**src/rtl/hazard_if.sv**
```systemverilog
// Bundle of decode/pipeline hazard inputs and controller outputs.
// master: pipeline side (drives register/state info, receives controls).
// slave : hazard_ctrl side.
interface hazard_if #(
  parameter int unsigned CNT_W = 16
);
  logic [2:0]       id_rs;
  logic             id_rs_used;
  logic [2:0]       id_rt;
  logic             id_rt_used;
  logic [2:0]       ex_wr_sel;
  logic [2:0]       mem_wr_sel;
  logic [2:0]       wb_wr_sel;
  logic             ex_regwrite;
  logic             mem_regwrite;
  logic             wb_regwrite;
  logic             ex_memread;
  logic             branch_taken;
  logic             mem_busy;
  logic             wb_halt;
  logic             freeze;
  logic             stall_front;
  logic             flush_ifid;
  logic             bubble_idex;
  logic [11:0]      Forwarding_vector;
  logic             halted;
  logic [CNT_W-1:0] stall_count;

  modport master (
    output id_rs, id_rs_used, id_rt, id_rt_used,
           ex_wr_sel, mem_wr_sel, wb_wr_sel,
           ex_regwrite, mem_regwrite, wb_regwrite,
           ex_memread, branch_taken, mem_busy, wb_halt,
    input  freeze, stall_front, flush_ifid, bubble_idex,
           Forwarding_vector, halted, stall_count
  );

  modport slave (
    input  id_rs, id_rs_used, id_rt, id_rt_used,
           ex_wr_sel, mem_wr_sel, wb_wr_sel,
           ex_regwrite, mem_regwrite, wb_regwrite,
           ex_memread, branch_taken, mem_busy, wb_halt,
    output freeze, stall_front, flush_ifid, bubble_idex,
           Forwarding_vector, halted, stall_count
  );
endinterface

```
**src/rtl/hazard_ctrl.sv**
```systemverilog
// Pipeline hazard and stall controller for the five-stage processor.
// Ports:
//   clk - system clock, rising edge
//   rst - synchronous active-high reset (forces every output to 0)
//   hif - hazard_if.slave: decode sources, EX/MEM/WB destination and
//         control state in; freeze / stall_front / flush_ifid /
//         bubble_idex / Forwarding_vector / halted / stall_count out.
// Controls are combinational from state and inputs; state and the
// saturating stall counter update on the rising edge.
module hazard_ctrl #(
  parameter int unsigned CNT_W = 16
) (
  input logic     clk,
  input logic     rst,
  hazard_if.slave hif
);

  typedef enum logic [1:0] {
    RUN     = 2'd0,
    MEMWAIT = 2'd1,
    HALTED  = 2'd2
  } state_t;

  state_t           state;
  state_t           state_next;
  logic [CNT_W-1:0] count;
  logic             load_use;
  logic             count_en;

  assign load_use = hif.ex_memread & hif.ex_regwrite &
                    ((hif.id_rs_used & (hif.id_rs == hif.ex_wr_sel)) |
                     (hif.id_rt_used & (hif.id_rt == hif.ex_wr_sel)));

  always_comb begin
    state_next            = state;
    hif.freeze            = 1'b0;
    hif.stall_front       = 1'b0;
    hif.flush_ifid        = 1'b0;
    hif.bubble_idex       = 1'b0;
    hif.Forwarding_vector = '0;
    if (!rst) begin
      case (state)
        HALTED: begin
          hif.freeze = 1'b1;
        end
        RUN, MEMWAIT: begin
          hif.Forwarding_vector = {hif.wb_regwrite, hif.wb_wr_sel,
                                   hif.mem_regwrite, hif.mem_wr_sel,
                                   hif.ex_regwrite & ~hif.ex_memread,
                                   hif.ex_wr_sel};
          if (hif.mem_busy) begin
            hif.freeze = 1'b1;
            state_next = MEMWAIT;
          end else if (hif.wb_halt) begin
            // Also taken on the MEMWAIT release cycle: WB was held during
            // the wait, so a HALT arriving with mem_busy must retire here.
            state_next = HALTED;
          end else begin
            state_next = RUN;
            if (hif.branch_taken) begin
              // Squashing the dependent instruction makes any load-use moot.
              hif.flush_ifid  = 1'b1;
              hif.bubble_idex = 1'b1;
            end else if (load_use) begin
              hif.stall_front = 1'b1;
              hif.bubble_idex = 1'b1;
            end
          end
        end
        default: begin
          state_next = RUN;
        end
      endcase
    end
  end

  assign count_en = (state != HALTED) &
                    (hif.freeze | hif.stall_front | hif.bubble_idex);

  always_ff @(posedge clk) begin
    if (rst) begin
      state <= RUN;
      count <= '0;
    end else begin
      state <= state_next;
      if (count_en && (count != '1)) begin
        count <= count + 1'b1;
      end
    end
  end

  assign hif.halted      = ~rst & (state == HALTED);
  assign hif.stall_count = rst ? '0 : count;

endmodule
```
**src/flat_wrapper.sv**
```systemverilog
// flat-port wrapper written by rule: the top's interface ports become plain ports
module hazard_ctrl_flat 
#(
  parameter int unsigned CNT_W = 16
)
  (clk, rst, hif_id_rs, hif_id_rs_used, hif_id_rt, hif_id_rt_used, hif_ex_wr_sel, hif_mem_wr_sel, hif_wb_wr_sel, hif_ex_regwrite, hif_mem_regwrite, hif_wb_regwrite, hif_ex_memread, hif_branch_taken, hif_mem_busy, hif_wb_halt, hif_freeze, hif_stall_front, hif_flush_ifid, hif_bubble_idex, hif_Forwarding_vector, hif_halted, hif_stall_count);
  hazard_if #(.CNT_W(CNT_W)) hif_i ();
  input logic clk;
  input logic rst;
  input wire logic [$bits(hif_i.id_rs)-1:0] hif_id_rs;
  input wire logic [$bits(hif_i.id_rs_used)-1:0] hif_id_rs_used;
  input wire logic [$bits(hif_i.id_rt)-1:0] hif_id_rt;
  input wire logic [$bits(hif_i.id_rt_used)-1:0] hif_id_rt_used;
  input wire logic [$bits(hif_i.ex_wr_sel)-1:0] hif_ex_wr_sel;
  input wire logic [$bits(hif_i.mem_wr_sel)-1:0] hif_mem_wr_sel;
  input wire logic [$bits(hif_i.wb_wr_sel)-1:0] hif_wb_wr_sel;
  input wire logic [$bits(hif_i.ex_regwrite)-1:0] hif_ex_regwrite;
  input wire logic [$bits(hif_i.mem_regwrite)-1:0] hif_mem_regwrite;
  input wire logic [$bits(hif_i.wb_regwrite)-1:0] hif_wb_regwrite;
  input wire logic [$bits(hif_i.ex_memread)-1:0] hif_ex_memread;
  input wire logic [$bits(hif_i.branch_taken)-1:0] hif_branch_taken;
  input wire logic [$bits(hif_i.mem_busy)-1:0] hif_mem_busy;
  input wire logic [$bits(hif_i.wb_halt)-1:0] hif_wb_halt;
  output wire logic [$bits(hif_i.freeze)-1:0] hif_freeze;
  output wire logic [$bits(hif_i.stall_front)-1:0] hif_stall_front;
  output wire logic [$bits(hif_i.flush_ifid)-1:0] hif_flush_ifid;
  output wire logic [$bits(hif_i.bubble_idex)-1:0] hif_bubble_idex;
  output wire logic [$bits(hif_i.Forwarding_vector)-1:0] hif_Forwarding_vector;
  output wire logic [$bits(hif_i.halted)-1:0] hif_halted;
  output wire logic [$bits(hif_i.stall_count)-1:0] hif_stall_count;
  assign hif_i.id_rs = hif_id_rs;
  assign hif_i.id_rs_used = hif_id_rs_used;
  assign hif_i.id_rt = hif_id_rt;
  assign hif_i.id_rt_used = hif_id_rt_used;
  assign hif_i.ex_wr_sel = hif_ex_wr_sel;
  assign hif_i.mem_wr_sel = hif_mem_wr_sel;
  assign hif_i.wb_wr_sel = hif_wb_wr_sel;
  assign hif_i.ex_regwrite = hif_ex_regwrite;
  assign hif_i.mem_regwrite = hif_mem_regwrite;
  assign hif_i.wb_regwrite = hif_wb_regwrite;
  assign hif_i.ex_memread = hif_ex_memread;
  assign hif_i.branch_taken = hif_branch_taken;
  assign hif_i.mem_busy = hif_mem_busy;
  assign hif_i.wb_halt = hif_wb_halt;
  assign hif_freeze = hif_i.freeze;
  assign hif_stall_front = hif_i.stall_front;
  assign hif_flush_ifid = hif_i.flush_ifid;
  assign hif_bubble_idex = hif_i.bubble_idex;
  assign hif_Forwarding_vector = hif_i.Forwarding_vector;
  assign hif_halted = hif_i.halted;
  assign hif_stall_count = hif_i.stall_count;
  hazard_ctrl #(.CNT_W(CNT_W)) u_core (.clk(clk), .rst(rst), .hif(hif_i));
endmodule
```
**config.mk**
```make
export PLATFORM = sky130hd
export DESIGN_NAME = hazard_ctrl_flat
export DESIGN_NICKNAME = d
export VERILOG_FILES = /design/src/rtl/hazard_if.sv /design/src/rtl/hazard_ctrl.sv /design/src/flat_wrapper.sv
export SDC_FILE = /design/constraint.sdc
export NUM_CORES = 1
export LEC_CHECK = 0
export ABC_CLOCK_PERIOD_IN_PS = 2100
export CAP_MARGIN = 20
export CELL_PAD_IN_SITES_DETAIL_PLACEMENT = 0
export CELL_PAD_IN_SITES_GLOBAL_PLACEMENT = 1
export CORE_ASPECT_RATIO = 0.9
export CORE_MARGIN = 1.5
export CORE_UTILIZATION = 26
export CTS_BUF_LIST = sky130_fd_sc_hd__clkbuf_2
export CTS_CLUSTER_SIZE = 40
export DETAILED_ROUTE_END_ITERATION = 7
export PLACE_DENSITY = 0.86
export SYNTH_ARGS = -nofsm -noshare
export SYNTH_HDL_FRONTEND = slang
export SYNTH_SLANG_ARGS = --single-unit
```
**constraint.sdc**
```tcl
create_clock -name clk -period 2.1 [get_ports clk]
set_clock_uncertainty 0.05 [all_clocks]
set_input_delay 0.21 -clock clk [delete_from_list [all_inputs] [get_ports clk]]
set_output_delay 0.21 -clock clk [all_outputs]
set_load 0.05 [all_outputs]
```
==> impl_summary.md <==
Placement
The HPWL after detailed placement is between 2000 and 3000 um. During placement, the flow inserted port buffers numbering 58. At the end of routability-driven placement, the weighted congestion stood at a little over 0.8. After detailed placement, the design holds a cell count of between 200 and 300.

Yosys
Counting every net in the synthesized netlist gives between 150 and 200. After synthesis, the largest family of logic cells by area is simple AND/OR/NAND/NOR gates. Summing the areas of all compound-gate instances in the mapped netlist gives under 10% of the synthesized area. Of the post-synthesis cell area, the part taken by muxes is about a tenth. Counting every instance in the synthesized netlist gives between 100 and 150. The xor and xnor area share after synthesis is 7.54%.

The area fraction of the dominant cell type after synthesis is a little under a third. The adder and majority gate portion of the synthesized area is approximately 1.1%. The basic-gate share of the synthesized area counting and, or, nand and nor cells is between 30% and 40%. The cell area after synthesis is about 0.0012 mm2. During synthesis, Yosys emitted a total of 0 warnings.

Ranked by total cell area, the synthesized netlist is headed by sky130_fd_sc_hd__dfxtp_1, sky130_fd_sc_hd__xnor2_1, sky130_fd_sc_hd__and2_1. The number of distinct library cells after synthesis is 33. The portion of the post-synthesis area used by sequential elements is 31.0%. The register bit total from synthesis is 18. Summed over all instances, the cell type with the most area after synthesis is sky130_fd_sc_hd__dfxtp_1. The synthesized area per cell is between 8 and 9 um2.

STA
The max-slew violation total from the final report is 0. Timing would allow up to ~500 MHz. The count of endpoints failing setup in the final report is 0. The final hold violation count is 0. The worst-margin pin slew is between 0.3 and 0.4 ns.

On the final layout, the worst hold slack is 0.145 ns. For the finished layout, the period the worst path requires is ~2 ns. The relative slew slack is about three quarters. The post-route clock period utilization is between 90% and 100%. Summed over all failing endpoints, the final setup total negative slack is 0 ns.

Finish
The number of nets in the finished design is around 240. For this run, the number of standard cells in the final layout without fillers is roughly 270. 0 antenna diodes ended up in the layout. Leaving out fill and tap cells, the most frequent cell in the layout is sky130_fd_sc_hd__buf_12. The library cells used most frequently in the layout, excluding fill and tap cells, are sky130_fd_sc_hd__buf_12, sky130_fd_sc_hd__clkdlybuf4s50_1, sky130_fd_sc_hd__buf_4. The area added between synthesis and finish is 98.5%.

Of the cells placed in the final design, the portion with a size suffix greater than 1 is around 36%.

GRT
The initial antenna violation count was 0. The global-route usage over all layers is between 10% and 20%. The total global routing overflow is 0.

The number of global-route vias before repair is around 1.1k. The first global-routing pass estimated between 5000 and 6000 um of wire. Entering global routing, the biggest net connects 30 pins.

Power and ir drop
In this run switching power makes up approximately a third of total power. The maximum ir drop on the vdd rail is between 300 and 400 uV. The power share of the sequential group is 43.5%. In this run the static leakage power is 0.900 nW. The share of total power dissipated in the clock network is around 18%.

Power spread over the standard cell area amounts to around 360 mW/mm2. Of the total power, combinational logic draws between 30 and 40%. The internal portion of total power is 0.554 mW.

In this run the power spent charging and discharging nets is between 0.2 and 0.3 mW.

Critical path
STA classifies the critical path startpoint as a flop. Along the worst path, the maximum fanout reaches 10. The critical path class is reg -> reg.

STA classifies the critical path endpoint as a flop. The required arrival time at the worst endpoint is 2.26 ns. For the worst setup path, the data arrival time is 2.18 ns.

Detailed routing
Summing over every cut layer, the via total after detailed routing is between 1k and 1.5k. The count of nets left with antenna violations once routing finished came out at 0. In the routed design, unresolved DRC markers number 0. The post-detailed-route via-to-cell ratio is around 4.5. The detailed router finished its first iteration with 12 violations. In the final routed layout, each cell accounts on average for ~12 um. For this block, the routed nets add up to between 3000 and 4000 um of wire. The number of optimization iterations in the first detailed-route pass is 2.

Clock network
CTS built an H-tree with a depth of 1. The number of buffers created by CTS is 3. The clock insertion delay at the later pin of the skew report is approximately 0.31 ns. The number of hold buffers added after CTS was 0. Counting every sink on the clock net gives 18. The clock-pin slew on the worst setup and hold paths is roughly 0.17 ns. The TritonCTS clock tree is yes.

Clock tree synthesis selected as its root buffer the cell sky130_fd_sc_hd__clkbuf_2. The deepest clock path buffer count is 2.

Worst hold path
The worst min-delay path class is in -> reg.

Floorplan
For this configuration, the core starts out at a cell density of between 20 and 30%. In this run the count of I/O pins placed on the die edge is 59. The die covers about 0.005 mm2. The cell row count is 22. The width of the chip is ~73 um. The floorplan die height is between 60 and 70 um. The placeable core region is between 0.004 and 0.005 mm2.

Flow run
The tool flagged a number of max-cap violations equal to 0.

Run status
The run finished with clean final reports.
## timing repair
| action | in CTS | in global routing |
|---|---|---|
| resized for setup | 2 | 7 |
| setup buffers | 0 | 0 |
| pin swaps | 0 | 1 |
| setup endpoints to repair | 1 | 14 |
## power by group through the flow
| stage | combinational (mW) | sequential [mW] | clock, mW |
|---|---|---|---|
| detailed placement | 0.320 | 0.364 | 0 |
| global route | 0.334 | 0.360 | 0.165 |
| finish | 0.317 | 0.358 | 0.149 |
| global placement | 0.316 | 0.363 | 0 |
| CTS | 0.321 | 0.357 | 0.154 |
| floorplan | 0.140 | 0.366 | 0 |
## flip-flops by register name, indices dropped and copies added, names as in the netlist
signal and count:
u_core.count 16, u_core.state 2
## metrics by stage
stage	instance area [um2]	power (mW)	utilization, %	worst slack, ns
floorplan	1170	0.506	-	0.0559
global placement	2270	0.679	54.2	-0.0951
detailed placement	2270	0.684	54.2	-0.158
CTS	2280	0.832	54.6	0.0190
global route	2300	0.859	55.1	-0.00631
finish	2300	0.825	55.1	0.0883
## routing by layer
layer	up-vias	track usage, %	wire length [um]
li1	630	-	-
met1	577	17.7	1580
met2	20	24.8	1690
met5	-	0	0
met4	0	3.47	26
met3	4	2.29	109
## layout make-up
class	count	area, um2
inverter	8	30.0
fill	398	1880
multi-input combinational	109	782
tap	60	75.1
sequential	18	364
clock buffer	3	15.0
timing repair buffer	76	1040
## logic make-up (layout without fill, tap and decap cells)
logic type,after synthesis,in the layout
compound gates,11,11
xor+xnor,10,10
fa+ha+maj,1,1
buf+inv,12,87
flops,18,18
mux,11,11
simple gates,76,76
## critical path, cell delays in order, from the launching register on
cell,delay [ns]
sky130_fd_sc_hd__dfxtp_2,0.37
sky130_fd_sc_hd__ha_2,0.20
sky130_fd_sc_hd__nand2_1,0.07
sky130_fd_sc_hd__or4_1,0.51
sky130_fd_sc_hd__nor2_2,0.17
sky130_fd_sc_hd__a21oi_4,0.08
sky130_fd_sc_hd__nand4_1,0.12
sky130_fd_sc_hd__mux2_1,0.33
## synthesized netlist by cell type
cell type                    n
sky130_fd_sc_hd__nor2_1     20
sky130_fd_sc_hd__dfxtp_1    18
sky130_fd_sc_hd__and2_1     12
sky130_fd_sc_hd__nor2b_1    10
sky130_fd_sc_hd__xnor2_1    10
sky130_fd_sc_hd__nand4_1     9
sky130_fd_sc_hd__nand2_1     8
sky130_fd_sc_hd__inv_1       7
sky130_fd_sc_hd__mux2_2      6
sky130_fd_sc_hd__mux2_1      5
sky130_fd_sc_hd__nand3_1     5
sky130_fd_sc_hd__a21oi_1     3
sky130_fd_sc_hd__clkbuf_1    3
sky130_fd_sc_hd__a2111oi_2   2
sky130_fd_sc_hd__and3_1      2
sky130_fd_sc_hd__or4_1       2
sky130_fd_sc_hd__a211oi_1    1
sky130_fd_sc_hd__a21o_1      1
sky130_fd_sc_hd__a21o_4      1
sky130_fd_sc_hd__a21oi_4     1
sky130_fd_sc_hd__a31oi_1     1
sky130_fd_sc_hd__and4_1      1
sky130_fd_sc_hd__buf_1       1
sky130_fd_sc_hd__clkinv_1    1
sky130_fd_sc_hd__ha_1        1
sky130_fd_sc_hd__nand3_2     1
sky130_fd_sc_hd__nor2_2      1
sky130_fd_sc_hd__nor3_1      1
sky130_fd_sc_hd__nor3b_1     1
sky130_fd_sc_hd__nor4_4      1
sky130_fd_sc_hd__nor4b_1     1
sky130_fd_sc_hd__o41ai_1     1
sky130_fd_sc_hd__or2_2       1
## final timing paths
kind | from | endpoint | slack (ns) | cells after the start
worst min-delay path | hif_wb_halt | u_core.state[1] | 0.15 | 2
worst min register to register | u_core.count[4] | u_core.count[4] | 0.49 | 2
worst max register to register | u_core.count[0] | u_core.count[8] | 0.09 | 7
worst max-delay path | u_core.count[0] | u_core.count[8] | 0.09 | 7
(Power assumes the default switching activity.)
